<file path="src/rtl/clk_rst_sequencer.sv">
// clk_rst_sequencer
//   Power-up and recovery sequencer for the NES/VGA clocking resource.
//   Holds the PLL in reset, waits for PLL and BUFPLL lock, confirms that lock
//   is stable, then releases the VGA/TMDS domain reset followed by the NES core
//   reset. Lock loss or a reinit request restarts the whole sequence.
//
// Ports
//   i_clk            free-running board clock (runs ahead of the PLL)
//   i_rst            synchronous active-high reset
//   i_pll_locked     PLL LOCKED, asynchronous to i_clk
//   i_bufpll_locked  BUFPLL LOCK, asynchronous to i_clk
//   i_reinit_req     single-cycle pulse, restart the sequence
//   o_pll_rst        PLL reset drive, active-high
//   o_vga_rst        video/serializer domain reset, active-high
//   o_nes_rst        NES core reset, active-high
//   o_ready          high only in RUN
//   o_state          current state encoding
//   o_fault_cnt      saturating count of lock timeouts and lock losses
//
// state       | code | meaning
// S_PLL_RST   | 0    | PLL held in reset for PLL_RST_CYCLES
// S_WAIT_LOCK | 1    | waiting for both locks, retry after LOCK_TIMEOUT_CYCLES
// S_STABLE    | 2    | locks must stay high LOCK_STABLE_CYCLES in a row
// S_REL_VGA   | 3    | VGA domain released, NES still in reset
// S_RUN       | 4    | everything released
module clk_rst_sequencer #(
  parameter int PLL_RST_CYCLES      = 16,
  parameter int LOCK_STABLE_CYCLES  = 1024,
  parameter int LOCK_TIMEOUT_CYCLES = 65536,
  parameter int VGA_TO_NES_CYCLES   = 64
) (
  input  logic       i_clk,
  input  logic       i_rst,
  input  logic       i_pll_locked,
  input  logic       i_bufpll_locked,
  input  logic       i_reinit_req,
  output logic       o_pll_rst,
  output logic       o_vga_rst,
  output logic       o_nes_rst,
  output logic       o_ready,
  output logic [2:0] o_state,
  output logic [7:0] o_fault_cnt
);

  localparam int MAX_A   = (PLL_RST_CYCLES > LOCK_STABLE_CYCLES) ? PLL_RST_CYCLES : LOCK_STABLE_CYCLES;
  localparam int MAX_B   = (LOCK_TIMEOUT_CYCLES > VGA_TO_NES_CYCLES) ? LOCK_TIMEOUT_CYCLES : VGA_TO_NES_CYCLES;
  localparam int CNT_MAX = (MAX_A > MAX_B) ? MAX_A : MAX_B;
  // Counter only ever needs to reach CNT_MAX-1.
  localparam int CNT_W   = (CNT_MAX > 1) ? $clog2(CNT_MAX) : 1;

  localparam logic [CNT_W-1:0] PLL_RST_LAST = CNT_W'(PLL_RST_CYCLES - 1);
  localparam logic [CNT_W-1:0] STABLE_LAST  = CNT_W'(LOCK_STABLE_CYCLES - 1);
  localparam logic [CNT_W-1:0] TIMEOUT_LAST = CNT_W'(LOCK_TIMEOUT_CYCLES - 1);
  localparam logic [CNT_W-1:0] V2N_LAST     = CNT_W'(VGA_TO_NES_CYCLES - 1);

  typedef enum logic [2:0] {
    S_PLL_RST   = 3'd0,
    S_WAIT_LOCK = 3'd1,
    S_STABLE    = 3'd2,
    S_REL_VGA   = 3'd3,
    S_RUN       = 3'd4
  } state_t;

  state_t           r_state;
  state_t           w_state_nxt;
  logic [CNT_W-1:0] r_cnt;
  logic [1:0]       r_pll_sync;
  logic [1:0]       r_buf_sync;
  logic             w_lock_ok;
  logic             w_fault_inc;
  logic [7:0]       r_fault_cnt;
  logic             r_pll_rst;
  logic             r_vga_rst;
  logic             r_nes_rst;
  logic             r_ready;

  always_ff @(posedge i_clk) begin
    if (i_rst) begin
      r_pll_sync <= 2'b00;
      r_buf_sync <= 2'b00;
    end else begin
      r_pll_sync <= {r_pll_sync[0], i_pll_locked};
      r_buf_sync <= {r_buf_sync[0], i_bufpll_locked};
    end
  end

  assign w_lock_ok = r_pll_sync[1] & r_buf_sync[1];

  always_comb begin
    w_state_nxt = r_state;
    w_fault_inc = 1'b0;
    case (r_state)
      S_PLL_RST: begin
        if (r_cnt == PLL_RST_LAST) w_state_nxt = S_WAIT_LOCK;
      end
      S_WAIT_LOCK: begin
        if (w_lock_ok) begin
          w_state_nxt = S_STABLE;
        end else if (r_cnt == TIMEOUT_LAST) begin
          w_state_nxt = S_PLL_RST;
          w_fault_inc = 1'b1;
        end
      end
      S_STABLE: begin
        // A glitch here is not a fault; just go back and requalify.
        if (!w_lock_ok)                 w_state_nxt = S_WAIT_LOCK;
        else if (r_cnt == STABLE_LAST)  w_state_nxt = S_REL_VGA;
      end
      S_REL_VGA: begin
        if (!w_lock_ok) begin
          w_state_nxt = S_PLL_RST;
          w_fault_inc = 1'b1;
        end else if (r_cnt == V2N_LAST) begin
          w_state_nxt = S_RUN;
        end
      end
      S_RUN: begin
        if (!w_lock_ok) begin
          w_state_nxt = S_PLL_RST;
          w_fault_inc = 1'b1;
        end
      end
      default: w_state_nxt = S_PLL_RST;
    endcase
    // Reinit overrides any fault; ignored while already in PLL_RST so the
    // reset pulse is never stretched.
    if (i_reinit_req && (r_state != S_PLL_RST)) begin
      w_state_nxt = S_PLL_RST;
      w_fault_inc = 1'b0;
    end
  end

  always_ff @(posedge i_clk) begin
    if (i_rst) begin
      r_state     <= S_PLL_RST;
      r_cnt       <= '0;
      r_fault_cnt <= 8'd0;
      r_pll_rst   <= 1'b1;
      r_vga_rst   <= 1'b1;
      r_nes_rst   <= 1'b1;
      r_ready     <= 1'b0;
    end else begin
      r_state <= w_state_nxt;
      if (w_state_nxt != r_state) r_cnt <= '0;
      else                        r_cnt <= r_cnt + CNT_W'(1);
      if (w_fault_inc && (r_fault_cnt != 8'hFF)) r_fault_cnt <= r_fault_cnt + 8'd1;
      // Outputs decoded from the next state so they move on the same edge
      // as the state register.
      r_pll_rst <= (w_state_nxt == S_PLL_RST);
      r_vga_rst <= !((w_state_nxt == S_REL_VGA) || (w_state_nxt == S_RUN));
      r_nes_rst <= (w_state_nxt != S_RUN);
      r_ready   <= (w_state_nxt == S_RUN);
    end
  end

  assign o_pll_rst   = r_pll_rst;
  assign o_vga_rst   = r_vga_rst;
  assign o_nes_rst   = r_nes_rst;
  assign o_ready     = r_ready;
  assign o_state     = r_state;
  assign o_fault_cnt = r_fault_cnt;

endmodule

</file>
<file path="config.mk">
export PLATFORM = sky130hd
export DESIGN_NAME = clk_rst_sequencer
export DESIGN_NICKNAME = d
export VERILOG_FILES = /design/src/rtl/clk_rst_sequencer.sv
export SDC_FILE = /design/constraint.sdc
export NUM_CORES = 1
export LEC_CHECK = 0
export ABC_CLOCK_PERIOD_IN_PS = 2800
export CORE_ASPECT_RATIO = 1.1
export CORE_MARGIN = 5
export CORE_UTILIZATION = 54
export DETAILED_ROUTE_END_ITERATION = 10
export GPL_ROUTABILITY_DRIVEN = 0
export GPL_TIMING_DRIVEN = 0
export PLACE_DENSITY = 0.82
export REMOVE_ABC_BUFFERS = 1
export SLEW_MARGIN = 10
export SYNTH_ARGS = -nofsm -noshare
export SYNTH_HDL_FRONTEND = slang
export SYNTH_SLANG_ARGS = --single-unit
export TNS_END_PERCENT = 1
</file>
<file path="constraint.sdc">
create_clock -name i_clk -period 2.8 [get_ports i_clk]
set_input_delay 0.42 -clock i_clk [delete_from_list [all_inputs] [get_ports i_clk]]
set_output_delay 0.42 -clock i_clk [all_outputs]
set_load 0.1 [all_outputs]
</file>
After elaboration in Yosys (flattened, before gate mapping)
Cells that the tools add are included.

storage, ports and cells
  output and inout port bits = 15
  register bits = 35
  word-level logic and storage cells = 49

operators by class
  equality and inequality tests = 13
  add/subtract/negate cells = 2
  bitwise logic cells = 1
  reductions and logical operators = 9
  multiplexer cells = 15

operators by type and width
  kind                                                                     count
  3-bit 2-to-1 mux                                                         9
  16-bit by 1-bit adder with 16-bit output, second input constant          1
  16-bit by 10-bit equality test with 1-bit output, second input constant  1
  16-bit equality test, second input constant                              1
  16-bit by 4-bit equality test with 1-bit output, second input constant   1
  16-bit by 6-bit equality test with 1-bit output, second input constant   1
  3-bit case mux with 5 select lines                                       1
  3-bit by 2-bit equality test with 1-bit output, second input constant    3
  8-bit by 1-bit adder with 8-bit output, second input constant            1
  8-bit inequality test, second input constant                             1
  3-bit equality test, second input constant                               2
  3-bit zero test                                                          2
  1-bit 2-to-1 mux                                                         4
  2-bit OR reduction                                                       2
  3-bit by 1-bit equality test with 1-bit output, second input constant    1
  3-bit inequality test                                                    1
  3-bit inequality test, second input constant                             1
  3-bit nonzero test                                                       1
  1-bit logical AND                                                        2
  1-bit case mux with 2 select lines                                       1
  1-bit AND                                                                1
  1-bit zero test                                                          1
  1-bit logical OR                                                         1

Logic depth before layout (Yosys ltp)
Gate-level depths: netlist of run 1.

  depth in word-level cells = 8
  gate-level depth with buffers = 7
  mapped depth without buffers = 6

Worst setup path before layout of run 1
No wires, ideal clock.

  kind = register -> register
  start = register r_state[0], in the netlist o_state[0]
  end = register r_fault_cnt[7], in the netlist o_fault_cnt[7]
  buffers on the path = 2
  arrival = 2425 ps
  stages on the path, launching flop included = 7
  setup time = 123 ps
  path slack = 252 ps
  path through = dfxtp_1 -> clkbuf_1 -> inv_1 -> o311a_4 -> buf_6 -> nor4_4 -> mux2_1

on the way
  longest elaborated chain between the ends = 5
  elaborated cells on any way between the ends = 9
  classes of those cells = 3 x eq/ne; 2 x mux; 4 x reduce/logical

RTL lines
  element                                                                                RTL line  RTL
  start: declaration                                                                     64        state_t r_state;
  start signal: assignment                                                               143       r_state <= w_state_nxt;
  3-bit equality test or 3-bit by 2-bit equality test with 1-bit output (tied branches)  92        case (r_state)
  2-bit OR reduction (no line)                                                           -
  1-bit case mux with 2 select lines                                                     92
  1-bit 2-to-1 mux (*)                                                                   127       if (i_reinit_req && (r_state != S_PLL_RST)) begin
  1-bit logical AND (*)                                                                  146       if (w_fault_inc && (r_fault_cnt != 8'hFF)) r_fault_cnt <= r_fault_cnt + 8'd1;
  end signal: assignment                                                                 146
  end: declaration                                                                       71        logic [7:0] r_fault_cnt;

Mark *: on every way between the ends. The rest lies on a longest branch, timed or not.
A chain may end at the register's enable or synchronous reset.

Final worst setup path of run 1
  start = register r_state[2], in the netlist o_state[2]
  end = output port o_state[2]

RTL lines
  element           RTL line  RTL
  end: declaration  41        output logic [2:0] o_state,

No word-level cell between the ends.

==> summary.txt, run 1 <==
CTS
  – CTS max path bufs: 2
  – TritonCTS clock tree: done
  – Clock latency on the worst-skew pair: 0.34 ns
  – Number of CTS-inserted buffers: 5
  – Buffer count from post-CTS setup fixing: 0
  – Hold_buf cts: 0
  – Htree depth: 2
  – PostCTS Resize Cnt: 0
  – Clock sink total: 35
  – Root Driver: clkbuf_4
  – Reg clk slew, reported paths: 0.10 ns

Logic synthesis
  – Top cells by count, synth: 35 x dfxtp_1, 22 x nor2_1, 12 x nand2_1, 12 x nand3_1, 10 x xor2_1
  – Post-synthesis mux area share: 0.01340
  – Synth area leaders: dfxtp_1 42%, xor2_1 5.2%, nor2_1 4.9%, nand3_1 3.6%, nand2_1 2.7%
  – Count of flip-flops with a built-in enable after synthesis: 0
  – Top cell type's share of synthesized area: 0.4170
  – Main combinational cell family by area after synthesis: simple AND/OR/NAND/NOR gates
  – Simple-gate area share of the yosys netlist: 0.3150
  – Ys Warns: 0
  – XOR/XNOR Fraction of Synth Area: 0.07818
  – Sequential element share of the synthesized area: 0.4170
  – Number of synthesized register bits: 35
  – Synth unique cells: 45
  – Compound-gate portion of the synthesized area: 0.1162
  – Synthesized instance count: 189
  – Synth async-reset ratio: 0
  – Mean post-synth cell area: 8.891 um^2
  – Most common cell in the netlist: dfxtp_1
  – Netlist Area Pre-Place: 1680 um^2
  – Top_reg_cell synth: dfxtp_1
  – Synth Area in Adders: 0.02085
  – Yosys top cell by area: dfxtp_1

Global route
  – Vias in the first global route: 1425
  – Initial antenna violation count: 0
  – First-pass GRT wire length: 6.147 mm
  – Total track usage: 0.1794
  – Largest net degree at the start of global routing: 22
  – Congestion Overflow GR: 0

Worst setup path
  – Arrival @ worst endpoint: 2.11 ns
  – Worst Path Buf+Inv: 1
  – CP Capture Type: output pin
  – Crit-path max FO: 11
  – Critical path cell sequence: clkdlybuf4s50_1
  – Crit-path slowest cell: clkdlybuf4s50_1
  – CP Data Required Time: 2.38 ns
  – R2r setup slk: 0.31 ns
  – Startpoint types: flip-flop
  – Crit path max-delay family: buffers and inverters
  – Max stage delay on crit path: 1.21 ns
  – Setup CP Type: flip-flop to output pin

Floorplanning
  – Initial core utilization: 0.5561
  – Die Wd: 63.19 um
  – Placement row count: 21
  – # IOs: 20
  – Die area: 4328 um^2
  – Core area: 3022 um^2
  – Die Height: 68.51 um

STA
  – Final Critical Period: 2.528 ns
  – Least-Margin Pin Slew: 1.005 ns
  – Hold Vio Cnt, Final: 0
  – Fin Setup TNS: 0 ns
  – Final Max Tran Viols: 0
  – Fmax: 0.3955 GHz
  – Final setup viols: 0
  – RSZ-0062 raised after global routing: no
  – Clock Skews: 0.008115 ns
  – Crit share post-route: 0.9029
  – Slew HR: 0.3281

Final layout
  – Layout cells sized above 1: 0.07246
  – Reg area: 700.7 um^2
  – Area occupied by multi-input gates: 919.6 um^2
  – Layout Area Growth over Synthesis: 15.19%
  – Nets@finish: 214
  – # fillers: 253
  – Diodes inserted: 0
  – Util after Layout: 0.6406

Outcome
  – Status: completed

Pwr
  – Max VDD drop: 0.3368 mV
  – Leakage: 0.0006907 uW
  – PD cells: 422.7 nW/um^2

Detailed routing
  – DR iter-0 viols: 103
  – Vias post-DR: 1479
  – Drt first pass iters: 4
  – Post-route ant nets: 0
  – Drt drc: 0
  – Vias/cell: 6.137
  – Detailed Route WL: 3.593 mm
  – Wire length per cell: 14.91 um

Hold path
  – Hold Crit Class: flip-flop to flip-flop

Flow run
  – MaxCap Viol Count: 0

Placement
  – DP HPWL: 2.590 mm
  – # port buffers: 19
-- cell families (layout without fill, tap and decap cells) --
family                     after synthesis  count (layout)
xor gates and xnor gates                15              15
and+or+nand+nor                         91              91
adders and majority gates                3               3
muxes                                    2               2
DFF                                     35              35
AOI/OAI and AO/OA                       28              28
buffers and inverters                   15              33
-- cell type report --
class	count	area share
clock inverter	1	0.002586
sequential	35	0.3620
clock buffer	6	0.02650
tap	34	0.02198
inverter	7	0.01357
timing repair buffer	19	0.09825
multi-input combinational	139	0.4751
-- layout by cell type (no fill, tap or decap), types with 4 or more instances in the layout --
| cell type | netlist | layout |
|---|---|---|
| dfxtp_1 | 35 | 35 |
| nor2_1 | 22 | 22 |
| clkdlybuf4s50_1 | 0 | 19 |
| nand3_1 | 12 | 12 |
| nand2_1 | 12 | 12 |
| xor2_1 | 10 | 10 |
| a21oi_1 | 8 | 8 |
| inv_1 | 7 | 7 |
| nor2b_1 | 7 | 7 |
| nand4_1 | 5 | 5 |
| or4_1 | 5 | 5 |
| nor4_1 | 5 | 5 |
| xnor2_1 | 5 | 5 |
| clkbuf_4 | 0 | 5 |
| and3_1 | 4 | 4 |
-- registers in the layout, indices dropped and copies added, names as in the netlist --
name	count
o_ready	1
r_buf_sync	2
o_vga_rst	1
o_nes_rst	1
o_state	3
o_pll_rst	1
r_cnt	16
r_pll_sync	2
o_fault_cnt	8
-- layer usage --
metal / part of all wire / GRT usage / wire, um / vias up
met3: 0.057 / 0.05997 / 206 / 15
met2: 0.50 / 0.3090 / 1800 / 52
met4: 0.028 / 0.09610 / 102 / 0
li1: - / - / - / 717
met5: 0 / 0 / 0 / -
met1: 0.41 / 0.1986 / 1484 / 695
-- path summary, 6_finish.rpt --
| kind | endpoint | cells past startpoint | start |
|---|---|---|---|
| min reg2reg | r_pll_sync[1] | 1 | r_pll_sync[0] |
| min | r_pll_sync[1] | 1 | r_pll_sync[0] |
| max | o_state[2] | 1 | o_state[2] |
| max reg2reg | o_fault_cnt[5] | 6 | r_cnt[0] |
-- per-stage QoR --
step	instances	setup slack (ns)	hold slack [ns]	area [um^2]	total power [uW]
floorplan	181	0.2323	0.4138	1640	534.8
global placement	234	0.1848	0.4223	1873	547.3
detailed placement	234	0.03799	0.4300	1873	549.5
CTS	241	0.03153	0.4553	1929	824.2
global route	241	0.1843	0.4683	1936	854.6
finish	241	0.2718	0.4529	1936	818.2
-- power by group --
| group | leakage [uW] | internal [uW] | switching [uW] |
|---|---|---|---|
| Combinational | 0.000373 | 12.3 | 17.7 |
| Clock | 0.0000341 | 116 | 163 |
| Sequential | 0.000283 | 504 | 4.64 |
| Total | 0.000691 | 633 | 186 |
Power figures use the tool's default switching activity.
==> run 2, diff against run 1 <==
Settings changed: GPL_TIMING_DRIVEN 0 to not set.
==> summary.txt, run 2 (synthesis gave the netlist of run 1 again) <==
Worst setup path
  – Max stage delay on crit path: 0.58 ns (was 1.21 ns)
  – Crit-path max FO: 14 (was 11)
  – Worst R2R Path Depth: 6 (unchanged)
  – Critical path cell sequence: ha_1 -> nand3_1 -> or4_4 -> o311a_4 -> nor4_1 -> mux2_1 (was clkdlybuf4s50_1)
  – Startpoint types: flip-flop (unchanged)
  – Arrival @ worst endpoint: 2.76 ns (was 2.11 ns)
  – Setup CP Type: flip-flop to flip-flop (was flip-flop to output pin)
  – CP Capture Type: flip-flop (was output pin)
  – RR Startpoint: r_cnt[0] (unchanged)
  – CP Data Required Time: 3.02 ns (was 2.38 ns)
  – FF-to-FF End: o_fault_cnt[5] (unchanged)
  – Crit path launch: r_cnt[0] (was o_state[2])
  – Crit path max-delay family: simple AND/OR/NAND/NOR gates (was buffers and inverters)
  – Crit-path slowest cell: or4_4 (was clkdlybuf4s50_1)
  – R2r setup slk: 0.26 ns (was 0.31 ns)
  – Worst Path Buf+Inv: 0 (was 1)

Global route
  – Congestion Overflow GR: 0 (unchanged)
  – Initial antenna violation count: 0 (unchanged)
  – Vias in the first global route: 1377 (was 1425)
  – First-pass GRT wire length: 6.127 mm (was 6.147 mm)
  – Total track usage: 0.1769 (was 0.1794)
  – Largest net degree at the start of global routing: 18 (was 22)

Final layout
  – Layout Area Growth over Synthesis: 14.15% (was 15.19%)
  – Most frequent cells in the layout: 35 x dfxtp_1, 22 x nor2_1, 16 x buf_4, 12 x nand3_1, 12 x nand2_1 (was 35 x dfxtp_1, 22 x nor2_1, 19 x clkdlybuf4s50_1, 12 x nand3_1, 12 x nand2_1)
  – Cell area after layout: 1918 um^2 (was 1936 um^2)
  – Largest register FFs: 16 (unchanged)
  – # fillers: 263 (was 253)
  – Nets@finish: 215 (was 214)
  – Most common cell after layout, fill and taps aside: dfxtp_1 (unchanged)
  – Util after Layout: 0.6348 (was 0.6406)
  – Layout cells sized above 1: 0.1483 (was 0.07246)
  – Fin cells: 243 (was 241)
  – Top reg by flops: r_cnt (unchanged)
  – Diodes inserted: 0 (unchanged)

STA
  – Hold Vio Cnt, Final: 0 (unchanged)
  – Final Critical Period: 2.542 ns (was 2.528 ns)
  – Crit share post-route: 0.9079 (was 0.9029)
  – Clock Skews: 0.01219 ns (was 0.008115 ns)
  – Final setup viols: 0 (unchanged)
  – Fmax: 0.3934 GHz (was 0.3955 GHz)
  – RSZ-0062 raised after global routing: no (unchanged)
  – Hold Worst Slack: 0.4531 ns (was 0.4529 ns)
  – Slew HR: 0.4398 (was 0.3281)
  – Least-Margin Pin Slew: 0.8347 ns (was 1.005 ns)
  – Final Max Tran Viols: 0 (unchanged)
  – Fin Setup TNS: 0 ns (unchanged)

Pwr
  – PD cells: 439.3 nW/um^2 (was 422.7 nW/um^2)
  – Leakage: 0.0007240 uW (was 0.0006907 uW)
  – Max VDD drop: 0.2970 mV (was 0.3368 mV)

Placement
  – DP HPWL: 2.541 mm (was 2.590 mm)
  – Placed cell area: 1843 um^2 (was 1873 um^2)
  – Placed cell count: 235 (was 234)
  – # port buffers: 19 (unchanged)

Detailed routing
  – Vias/cell: 5.914 (was 6.137)
  – Drt drc: 0 (unchanged)
  – DR iter-0 viols: 85 (was 103)
  – Post-route ant nets: 0 (unchanged)
  – Wire length per cell: 14.00 um (was 14.91 um)
  – Vias post-DR: 1437 (was 1479)
  – Drt first pass iters: 4 (unchanged)
  – Detailed Route WL: 3.402 mm (was 3.593 mm)

Floorplanning
  – Initial core utilization: 0.5561 (unchanged)
  – Die area: 4328 um^2 (unchanged)
  – Die Height: 68.51 um (unchanged)
  – Core area: 3022 um^2 (unchanged)
  – Die Wd: 63.19 um (unchanged)
  – Placement row count: 21 (unchanged)
  – # IOs: 20 (unchanged)

Flow run
  – MaxCap Viol Count: 0 (unchanged)

CTS
  – Clock latency on the worst-skew pair: 0.34 ns (about the same)
  – Htree depth: 2 (unchanged)
  – TritonCTS clock tree: done (unchanged)
  – Clock sink total: 35 (unchanged)
  – Reg clk slew, reported paths: 0.09 ns (was 0.10 ns)
  – Number of CTS-inserted buffers: 5 (unchanged)
  – Hold_buf cts: 0 (unchanged)
  – Root Driver: clkbuf_4 (unchanged)
  – CTS max path bufs: 2 (unchanged)

Hold path
  – Hold Crit Class: flip-flop to flip-flop (unchanged)
  – Worst hold path endpoint: r_pll_sync[1] (unchanged)
  – Min-delay src: r_pll_sync[0] (unchanged)
  – Hold depth: 1 (unchanged)

Outcome
  – Status: completed (unchanged)
-- run 2: cell count changes in the layout (fill, tap and decap cells not counted) --
| cell | before | now |
|---|---|---|
| buf_4 | 0 | 16 |
| clkbuf_8 | 1 | 2 |
| clkdlybuf4s50_1 | 19 | 4 |
| clkinv_2 | 1 | 0 |
| clkbuf_1 | 0 | 1 |
-- run 2: repair_timing --
item	CTS	global route
setup buffers	0	0
resized for setup	0	1
setup endpoints to repair	0	16
-- run 2: stage by stage --
stage,setup slack (ns),total power [uW]
after floorplan,0.2323,534.8
after global placement,0.2373,548.7
after detailed placement,0.1108,551.2
after CTS,0.09747,853.8
after global routing,0.1195,878.4
final,0.2579,842.7
-- run 2: final cells by class --
| type | instances | area [um^2] | share of cell area |
|---|---|---|---|
| Multi-Input combinational cell | 139 | 919.6 | 0.4795 |
| Sequential cell | 35 | 700.7 | 0.3653 |
| Timing Repair Buffer | 20 | 160.2 | 0.08350 |
| Clock buffer | 8 | 68.82 | 0.03588 |
| Tap cell | 34 | 42.54 | 0.02218 |
| Inverter | 7 | 26.28 | 0.01370 |
-- run 2: where the power goes --
part	internal (uW)	leakage (uW)	switching, uW
clock network	148	0.0000386	155
logic	13.3	0.000402	17.8
registers	504	0.000283	4.98
total	665	0.000724	178
-- run 2: per-layer routing --
| layer | track usage | vias to the layer above | share of wire |
|---|---|---|---|
| met5 | 0 | - | 0 |
| met4 | 0.06234 | 0 | 0.011 |
| met3 | 0.04538 | 4 | 0.054 |
| met2 | 0.3154 | 46 | 0.51 |
| met1 | 0.2085 | 664 | 0.43 |
| li1 | - | 723 | - |
-- run 2: worst max-delay path by stage --
| stage | cells past startpoint | slack [ns] | end |
|---|---|---|---|
| final | 6 | 0.26 | o_fault_cnt[5] |
| after global routing | 6 | 0.12 | o_fault_cnt[5] |
| after CTS | 6 | 0.1 | r_cnt[4] |
| after detailed placement | 6 | 0.11 | r_cnt[4] |
| after global placement | 6 | 0.24 | r_cnt[12] |
| after floorplan | 5 | 0.23 | o_fault_cnt[5] |
-- run 2: worst reg2reg max path, stage by stage, from the launching register on --
cell and delay (ns):
dfxtp_1 0.38, ha_1 0.21, nand3_1 0.12, or4_4 0.58
o311a_4 0.40, nor4_1 0.39, mux2_1 0.35
